## config.mk

```make
export PLATFORM = sky130hd
export DESIGN_NAME = req_initiator
export DESIGN_NICKNAME = d
export VERILOG_FILES = /design/src/rtl/req_initiator.sv
export SDC_FILE = /design/constraint.sdc
export NUM_CORES = 1
export LEC_CHECK = 0
export BUFFER_PORTS_ARGS = -buffer_cell sky130_fd_sc_hd__buf_2
export CELL_PAD_IN_SITES_DETAIL_PLACEMENT = 1
export CELL_PAD_IN_SITES_GLOBAL_PLACEMENT = 2
export CORE_MARGIN = 3
export CORE_UTILIZATION = 31
export CTS_BUF_LIST = sky130_fd_sc_hd__clkbuf_8
export CTS_CLUSTER_DIAMETER = 80
export DETAILED_ROUTE_END_ITERATION = 8
export GPL_ROUTABILITY_DRIVEN = 0
export PLACE_DENSITY_LB_ADDON = 0.1
export RECOVER_POWER = 50
export SYNTH_ARGS = -nofsm -noshare
export SYNTH_HDL_FRONTEND = slang
export SYNTH_SLANG_ARGS = --single-unit
```

## constraint.sdc

```tcl
create_clock -name clk -period 1.6 [get_ports clk]
set_clock_uncertainty 0.2 [all_clocks]
set_input_delay 0.24 -clock clk [delete_from_list [all_inputs] [get_ports clk]]
set_output_delay 0.24 -clock clk [all_outputs]
set_load 0.01 [all_outputs]
```

## src/rtl/req_initiator.sv

```systemverilog
// Requester side of a level-req / pulse-ack handshake with timeout, bounded retry,
// minimum low gap and latency report. Optional counters: define REQ_INIT_STATS_EN.
module req_initiator #(
    parameter int unsigned DW        = 8,
    parameter int unsigned TIMEOUT   = 15,
    parameter int unsigned MAX_RETRY = 3,
    parameter int unsigned LOW_GAP   = 2
) (
    input  logic          clk,
    input  logic          rst,
    input  logic          start,
    input  logic [DW-1:0] start_data,
    input  logic          ack,
    output logic          req,
    output logic [DW-1:0] req_data,
    output logic          busy,
    output logic          done,
    output logic          err,
`ifdef REQ_INIT_STATS_EN
    output logic [15:0]   done_cnt,
    output logic [15:0]   err_cnt,
    output logic [15:0]   retry_cnt,
`endif
    output logic [7:0]    latency
);

    localparam int unsigned CW = 8;
    localparam int unsigned AW = 4;
    localparam int unsigned GW = 4;

    typedef enum logic [1:0] {
        IDLE = 2'd0,
        REQ  = 2'd1,
        GAP  = 2'd2
    } state_t;

    state_t         state, state_nxt;
    logic [CW-1:0]  wait_cnt, wait_nxt;
    logic [AW-1:0]  attempt_cnt, attempt_nxt;
    logic [GW-1:0]  gap_cnt, gap_nxt;
    logic           final_flag, final_nxt;
    logic           req_nxt, busy_nxt, done_nxt, err_nxt;
    logic [DW-1:0]  req_data_nxt;
    logic [7:0]     latency_nxt;

    logic accept, ack_hit, timeout_hit, last_attempt, gap_end;

    // Event decode; ack takes priority over a coincident timeout.
    always_comb begin
        accept       = (state == IDLE) && start;
        ack_hit      = (state == REQ) && ack;
        timeout_hit  = (state == REQ) && !ack && (wait_cnt == CW'(TIMEOUT - 1));
        last_attempt = (attempt_cnt == AW'(MAX_RETRY));
        gap_end      = (state == GAP) && (gap_cnt == GW'(LOW_GAP - 1));
    end

    // State register and all registered outputs.
    always_ff @(posedge clk) begin
        if (rst) begin
            state       <= IDLE;
            wait_cnt    <= '0;
            attempt_cnt <= '0;
            gap_cnt     <= '0;
            final_flag  <= 1'b0;
            req         <= 1'b0;
            req_data    <= '0;
            busy        <= 1'b0;
            done        <= 1'b0;
            err         <= 1'b0;
            latency     <= '0;
        end else begin
            state       <= state_nxt;
            wait_cnt    <= wait_nxt;
            attempt_cnt <= attempt_nxt;
            gap_cnt     <= gap_nxt;
            final_flag  <= final_nxt;
            req         <= req_nxt;
            req_data    <= req_data_nxt;
            busy        <= busy_nxt;
            done        <= done_nxt;
            err         <= err_nxt;
            latency     <= latency_nxt;
        end
    end

    // Next-state logic.
    always_comb begin
        state_nxt = state;
        case (state)
            IDLE:    if (accept) state_nxt = REQ;
            REQ:     if (ack_hit || timeout_hit) state_nxt = GAP;
            GAP:     if (gap_end) state_nxt = final_flag ? IDLE : REQ;
            default: state_nxt = IDLE;
        endcase
    end

    // Next values for outputs and counters.
    always_comb begin
        wait_nxt     = wait_cnt;
        attempt_nxt  = attempt_cnt;
        gap_nxt      = gap_cnt;
        final_nxt    = final_flag;
        req_nxt      = req;
        req_data_nxt = req_data;
        busy_nxt     = busy;
        done_nxt     = 1'b0;
        err_nxt      = 1'b0;
        latency_nxt  = latency;
        case (state)
            IDLE: begin
                if (accept) begin
                    req_data_nxt = start_data;
                    busy_nxt     = 1'b1;
                    req_nxt      = 1'b1;
                    attempt_nxt  = '0;
                    wait_nxt     = '0;
                end
            end
            REQ: begin
                wait_nxt = wait_cnt + CW'(1);
                if (ack_hit) begin
                    req_nxt     = 1'b0;
                    done_nxt    = 1'b1;
                    latency_nxt = wait_cnt + CW'(1);
                    final_nxt   = 1'b1;
                    gap_nxt     = '0;
                    wait_nxt    = '0;
                end else if (timeout_hit) begin
                    req_nxt  = 1'b0;
                    gap_nxt  = '0;
                    wait_nxt = '0;
                    if (last_attempt) begin
                        err_nxt   = 1'b1;
                        final_nxt = 1'b1;
                    end else begin
                        attempt_nxt = attempt_cnt + AW'(1);
                        final_nxt   = 1'b0;
                    end
                end
            end
            GAP: begin
                gap_nxt = gap_cnt + GW'(1);
                if (gap_end) begin
                    gap_nxt = '0;
                    if (final_flag) begin
                        busy_nxt  = 1'b0;
                        final_nxt = 1'b0;
                    end else begin
                        req_nxt  = 1'b1;
                        wait_nxt = '0;
                    end
                end
            end
            default: begin
                req_nxt  = 1'b0;
                busy_nxt = 1'b0;
            end
        endcase
    end

`ifdef REQ_INIT_STATS_EN
    // Event counters, wrapping naturally at 16 bits.
    always_ff @(posedge clk) begin
        if (rst) begin
            done_cnt  <= '0;
            err_cnt   <= '0;
            retry_cnt <= '0;
        end else begin
            if (ack_hit)                       done_cnt  <= done_cnt + 16'd1;
            if (timeout_hit && last_attempt)   err_cnt   <= err_cnt + 16'd1;
            if (timeout_hit && !last_attempt)  retry_cnt <= retry_cnt + 16'd1;
        end
    end
`endif

endmodule

```

==> results of run 1 <==
through the flow:
| stage | setup slack (ns) | area, µm² |
|---|---|---|
| 2_1_floorplan | -0.0696 | 1920 |
| 3_3_place_gp | -0.132 | 2460 |
| 3_5_place_dp | -0.174 | 2460 |
| 4_1_cts | -0.0887 | 2810 |
| 5_1_grt | -0.219 | 2990 |
| 6_report | -0.144 | 2990 |
where the power goes:
part | leakage, µW | internal, µW | total (µW) | switching [µW]
Combinational | 0.000733 | 248 | 530 | 282
Clock | 0.0000453 | 299 | 662 | 363
Sequential | 0.000323 | 1020 | 1040 | 25.2
Total | 0.00110 | 1570 | 2240 | 670
worst min-delay path, delay by kind of cell:
family,cells,cell delay (ns)
AOI/OAI and AO/OA,1,0.05
buffers and inverters,2,0.31
area by class of cell:
type	count	area, µm²	share of cell area
flip-flops and latches	39	797	0.267
multi-input cells	165	1310	0.439
clock buffers	5	68.8	0.0230
clock inverters	3	16.3	0.00544
well taps	72	90.1	0.0302
inverters	4	18.8	0.00628
repair buffers	95	684	0.229
synth_stat cells, drive strengths merged, types with 4 or more instances:
| cell | n |
|---|---|
| a211oi | 12 |
| a21oi | 31 |
| and3 | 5 |
| buf | 4 |
| clkbuf | 10 |
| dfxtp | 39 |
| ha | 5 |
| inv | 4 |
| nand2 | 22 |
| nand3 | 6 |
| nand3b | 4 |
| nor2 | 19 |
| nor3 | 12 |
| o21ai | 8 |
per-layer routing:
| metal | up-vias | GRT usage |
|---|---|---|
| li1 | 975 | - |
| met1 | 931 | 0.216 |
| met2 | 25 | 0.283 |
| met3 | 5 | 0.0306 |
| met4 | 0 | 0.0482 |
| met5 | - | 0 |
registers in the layout, summed over array words and instances (netlist names):
| register | count |
|---|---|
| attempt_cnt | 4 |
| req_data | 8 |
| err | 1 |
| wait_cnt | 8 |
| done | 1 |
| req | 1 |
| gap_cnt | 4 |
| busy | 1 |
| latency | 8 |
| state | 2 |
| final_flag | 1 |
timing repair:
action,4_1_cts,5_1_grt
pin swaps,26,22
setup buffers,5,7
setup endpoints to repair,23,27
endpoints found under the hold margin,8,0
hold buffers,8,0
gates resized for setup,36,41
worst paths after layout:
kind | start | endpoint | slack (ns) | depth (start not counted)
setup / recovery | state[1] | wait_cnt[4] | -0.14 | 5
hold / removal | rst | attempt_cnt[0] | 0.16 | 3
setup reg to reg | state[1] | wait_cnt[4] | -0.14 | 5
hold reg to reg | req_data[7] | req_data[7] | 0.26 | 2
logic make-up after synthesis:
logic type                 share of synthesized area
buffers and inverters                         0.0434
AOI/OAI and AO/OA                              0.217
adders and majority gates                     0.0387
DFF                                            0.417
xor gates and xnor gates                      0.0234
and+or+nand+nor                                0.261
==> results.ini, run 1 <==
[run_status]
status = finished, violations left
violations = setup timing

[detailed_routing]
drtIter0Drc = 49
dr.pass1.iters = 4
top_layer = met4
wirelength_um = 5920
viasPerCell = 5.05
num_vias = 1936
wl_met1_um = 2650
drc_errors = 0
wl_met3_um = 186
ant_nets = 0
met2_wirelength_um = 3020
wl_per_cell_um = 15.5

[synth]
netlist.top_cell.by_area = dfxtp_1
synth-async-reset-ratio = 0
ys_seq_area_frac = 0.417
synth_flop_cell = dfxtp_1
syn_inst = 222
synth.area.top_cells = dfxtp_1 (42%), a21oi_1 (7.2%), nand2_1 (4.4%)
syn_area_per_cell_um2 = 8.44
synth-edff-count = 0
synth.distinct_cells = 46
syn_area_um2 = 1870
ys_ff_latch = 39
yosys_warnings = 0
synth_fp_nets = 239
synth.top_cell.area_share = 0.417

[worst_setup_path]
slowest_stage = or3b_4
max_stage_delay_ns = 0.43
path_delay_family = compound AO/OA/AOI/OAI gates
crit_top_cell = a21oi_4
path_class = flop to flop
worstPathRequired_ns = 1.61
start_kind = flop
path_buf_inv = 1
timing.critical_path.arrival_ns = 1.76
endpoint_kind = flop
cp_max_fo = 8
path_cells = or3b_4, a21oi_4, buf_8, a21oi_4, a211oi_2

[placed_design]
dp.cells = 357
io_buffer_count = 31
hpwl_um = 3970

[layout]
final_cells = 383
insertedDiodeCount = 0
drive_gt1_frac = 0.466
final_common_cell = buf_4
fin_nets = 327
fin_util = 0.526
final_cell_mix = buf_4 (48), dfxtp_1 (28), nand2_1 (22), a21oi_1 (21), clkbuf_1 (18)
nFillCells = 676
areaGrowthSynthToFinish_pct = 59.5

[timing]
setup-tns-final_ns = -1.18
period_minus_slack_ns = 1.74
min_period_over_period = 1.09
slew_headroom = 0.715
slew_viol_final = 0
rsz0062_at_grt = true
fmax_mhz = 573
fin_ws_ns = -0.144
timing.hold.ws_ns = 0.160
tightest_slew_ns = 0.428
setup_viol = 19
hold_viol_final = 0

[clock_network]
cts_buffers = 5
htreeDepth = 2
clkSlewWorstSetupHoldPaths_ns = 0.08
cts_sinks = 39
cts_tree = yes
cts_buffer_depth = 2
clk-insertion-delay-late_ns = 0.30
root_buffer = clkbuf_8

[grt]
grt_util_all_layers = 0.167
grt_pass1_wl_um = 9540
grt_overflow = 0
antenna_found_initial = 0
grt_pass1_vias = 1950
grt_start_max_net_pins = 17

[die]
die_x_um = 83.7
fp.coreArea_um2 = 5680
fp.dieH_um = 83.7
fp-row-count = 27
initial_utilization = 0.330
die-area_um2 = 7010
io_pins = 32

[power_and_ir_drop]
p_per_area_nw_per_um2 = 749
max-vdd-ir-drop_v = 0.000465
finalPower_uw = 2240
p_leak_uw = 0.00110

[hold_path]
hold_class = primary input to flop

[flow_run]
maxCapViolations = 0

(Power assumes the default switching activity.)
==> run 2, diff against run 1 <==
--- a/config.mk
+++ b/config.mk
@@ -15,5 +15,5 @@
 export DETAILED_ROUTE_END_ITERATION = 8
 export GPL_ROUTABILITY_DRIVEN = 0
-export PLACE_DENSITY_LB_ADDON = 0.1
+export PLACE_DENSITY_LB_ADDON = 0.25
 export RECOVER_POWER = 50
 export SYNTH_ARGS = -nofsm -noshare
==> constraint.sdc (replaced) <==
create_clock -name clk -period 1.6 [get_ports clk]
set_clock_uncertainty 0.2 [all_clocks]
set_input_delay 0.32 -clock clk [delete_from_list [all_inputs] [get_ports clk]]
set_output_delay 0.32 -clock clk [all_outputs]
set_load 0.01 [all_outputs]
==> run 2 against run 1 <==
Compared with the run above:
- routed wire length rose by 3.4%
- critical path type unchanged
- the run still ends with setup timing left
- non-clock buffer count decreased by 11
- sequential power about the same
- design area decreased by 0.96%
- register-to-register slack improved by 0.02 ns
- largest cell class unchanged
- worst setup slack improved by 0.017 ns
- sequential share of layout area increased by 0.13 points
==> results.ini, run 2 (synthesis gave the netlist of run 1 again) <==
[die]
fp.coreArea_um2 = 5680  ; unchanged
die-area_um2 = 7010  ; unchanged
fp.dieH_um = 83.7  ; unchanged
die_x_um = 83.7  ; unchanged
io_pins = 32  ; unchanged
fp-row-count = 27  ; unchanged
initial_utilization = 0.330  ; unchanged

[layout]
drive_gt1_frac = 0.493  ; +0.0271
insertedDiodeCount = 0  ; unchanged
design_area_um2 = 2960  ; -0.96%
nFillCells = 670  ; -0.89%
areaGrowthSynthToFinish_pct = 58.0
final_common_cell = buf_4
multi_input_area_um2 = 1340  ; +2.3%
seqCellArea_um2 = 793  ; -0.47%
largestRegisters = latency (8), req_data (8), wait_cnt (8)
fin_nets = 316  ; -3.4%
final_cell_mix = buf_4 (40), dfxtp_1 (29), nand2_1 (22), a21oi_1 (20)

[worst_setup_path]
path_class = flop to flop
max_stage_delay_ns = 0.43  ; about the same
endpoint_kind = flop
reg2reg_to = wait_cnt[3]
timing.critical_path.arrival_ns = 1.75  ; about the same
path_delay_family = compound AO/OA/AOI/OAI gates
start_kind = flop
regToRegSetupSlack_ns = -0.13  ; +0.02 ns
slowest_stage = or3b_4
cp_max_fo = 4  ; -4
r2r_start = state[1]
path_cells = or3b_4, a21oi_4, buf_4, a41oi_2, a211oi_2
rr_worst_depth = 5  ; unchanged
worstPathRequired_ns = 1.62  ; about the same
path_buf_inv = 1  ; unchanged

[run_status]
violations = setup timing
status = finished, violations left

[power_and_ir_drop]
p_leak_uw = 0.00107  ; -2.6%
power_frac_clock = 0.352  ; +0.056
max-vdd-ir-drop_v = 0.000456  ; -1.9%
p_per_area_nw_per_um2 = 818  ; +9.2%
p_comb_frac = 0.215  ; -0.022
seq_power_share = 0.433  ; -0.034
switching_share = 0.287  ; -0.0127
finalPower_uw = 2420  ; +8.2%
internal_power_uw = 1730  ; +10%
power_switching_uw = 694  ; +3.6%

[clock_network]
cts_sinks = 39  ; unchanged
clkSlewWorstSetupHoldPaths_ns = 0.08  ; about the same
root_buffer = clkbuf_8
clk-insertion-delay-late_ns = 0.30  ; about the same
htreeDepth = 2  ; unchanged
cts_tree = yes
cts_buffers = 5  ; unchanged
cts_buffer_depth = 2  ; unchanged
cts_hold_buf = 0  ; -8

[timing]
setup_viol = 18  ; -1
slew_viol_final = 0  ; unchanged
min_period_over_period = 1.08  ; -0.0105
tightest_slew_ns = 0.389  ; -0.0387 ns
slew_headroom = 0.740  ; +0.0258
fmax_mhz = 579  ; +0.97%
fin_ws_ns = -0.127  ; +0.0168 ns
rsz0062_at_grt = true
hold_viol_final = 0  ; unchanged
period_minus_slack_ns = 1.73  ; -0.0168 ns

[placed_design]
io_buffer_count = 31  ; unchanged
place_area_um2 = 2470  ; +0.51%
hpwl_um = 4050  ; +2.1%

[detailed_routing]
dr.pass1.iters = 4  ; unchanged
ant_nets = 0  ; unchanged
num_vias = 1910  ; -1.3%
wirelength_um = 6120  ; +3.4%
drc_errors = 0  ; unchanged
wl_per_cell_um = 16.4  ; +6.4%
viasPerCell = 5.13  ; +1.6%
drtIter0Drc = 73  ; +49%

[hold_path]
hold-path-cell-count = 3  ; unchanged
hold_class = primary input to flop
min_to = req_data[7]
hp-start = start_data[7]

[grt]
gr-usage-met1 = 0.218  ; +0.00172
busiest_layer = met2
grt_start_max_net_pins = 26  ; +9
use_met3 = 0.0424  ; +0.0118
antenna_found_initial = 0  ; unchanged
grt_pass1_vias = 1913  ; -1.9%
grt_pass1_wl_um = 9580  ; +0.51%
grt_overflow = 0  ; unchanged
grt_use_met2 = 0.281  ; -0.00289
grt_util_all_layers = 0.170  ; +0.00239

[flow_run]
maxCapViolations = 0  ; unchanged

## run 2: cell types whose count changed in the layout (fill, tap and decap cells not counted), moves of 3 or more
| cell | change |
|---|---|
| buf_6 | +4 |
| dlygate4sd3_1 | -8 |
| buf_4 | -8 |
| a211oi_1 | -3 |
| buf_2 | +3 |
| a21oi_2 | +3 |
| a211oi_2 | +3 |
## run 2: worst max-delay path by stage
stage                        start        endpoint  cells past startpoint
after floorplan           state[1]     wait_cnt[5]                      6
after global placement         ack  attempt_cnt[1]                      6
after detailed placement       ack  attempt_cnt[1]                      6
after CTS                 state[0]      gap_cnt[3]                      5
after global routing      state[1]     wait_cnt[2]                      5
final                     state[1]     wait_cnt[3]                      5
## run 2: area by class of cell
| class | instances | share of cell area |
|---|---|---|
| Sequential cell | 39 | 0.268 |
| Clock buffer | 5 | 0.0233 |
| Inverter | 4 | 0.00634 |
| Clock inverter | 3 | 0.0148 |
| Multi-Input combinational cell | 165 | 0.454 |
| Tap cell | 72 | 0.0304 |
| Timing Repair Buffer | 84 | 0.203 |
## run 2: power groups by stage
stage / Combinational [µW] / Sequential [µW] / Clock [µW]
after floorplan: 217 / 1090 / 0
after global placement: 426 / 1070 / 0
after detailed placement: 436 / 1070 / 0
after CTS: 498 / 1050 / 872
after global routing: 568 / 1060 / 920
final: 521 / 1050 / 852
## run 2: per-layer routing
| layer | vias to the layer above | part of all wire | routed length [µm] |
|---|---|---|---|
| li1 | 949 | - | - |
| met1 | 924 | 0.44 | 2720 |
| met2 | 31 | 0.50 | 3080 |
| met3 | 6 | 0.040 | 243 |
| met4 | 0 | 0.013 | 77 |
| met5 | - | 0 | 0 |
## run 2: timing repair
action / CTS / global route
gates resized for setup: 47 / 33
buffers inserted: 5 / 2
pin swaps: 34 / 17
endpoints found under the setup margin: 26 / 28
## run 2: worst min-delay path: cells and delay by family
kind,cells,cell delay [ns]
and+or+nand+nor,1,0.04
AOI/OAI and AO/OA,1,0.05
buffers and inverters,1,0.09
## run 2: stage by stage
| stage | worst slack [ns] | utilization | hold slack [ns] | cells | setup TNS (ns) |
|---|---|---|---|---|---|
| after floorplan | -0.0696 | - | 0.256 | 222 | -0.444 |
| after global placement | -0.212 | 0.436 | 0.239 | 357 | -2.32 |
| after detailed placement | -0.272 | 0.436 | 0.246 | 357 | -3.22 |
| after CTS | -0.107 | 0.497 | 0.0468 | 370 | -1.00 |
| after global routing | -0.165 | 0.521 | 0.0534 | 372 | -2.72 |
| final | -0.127 | 0.521 | 0.0502 | 372 | -0.972 |
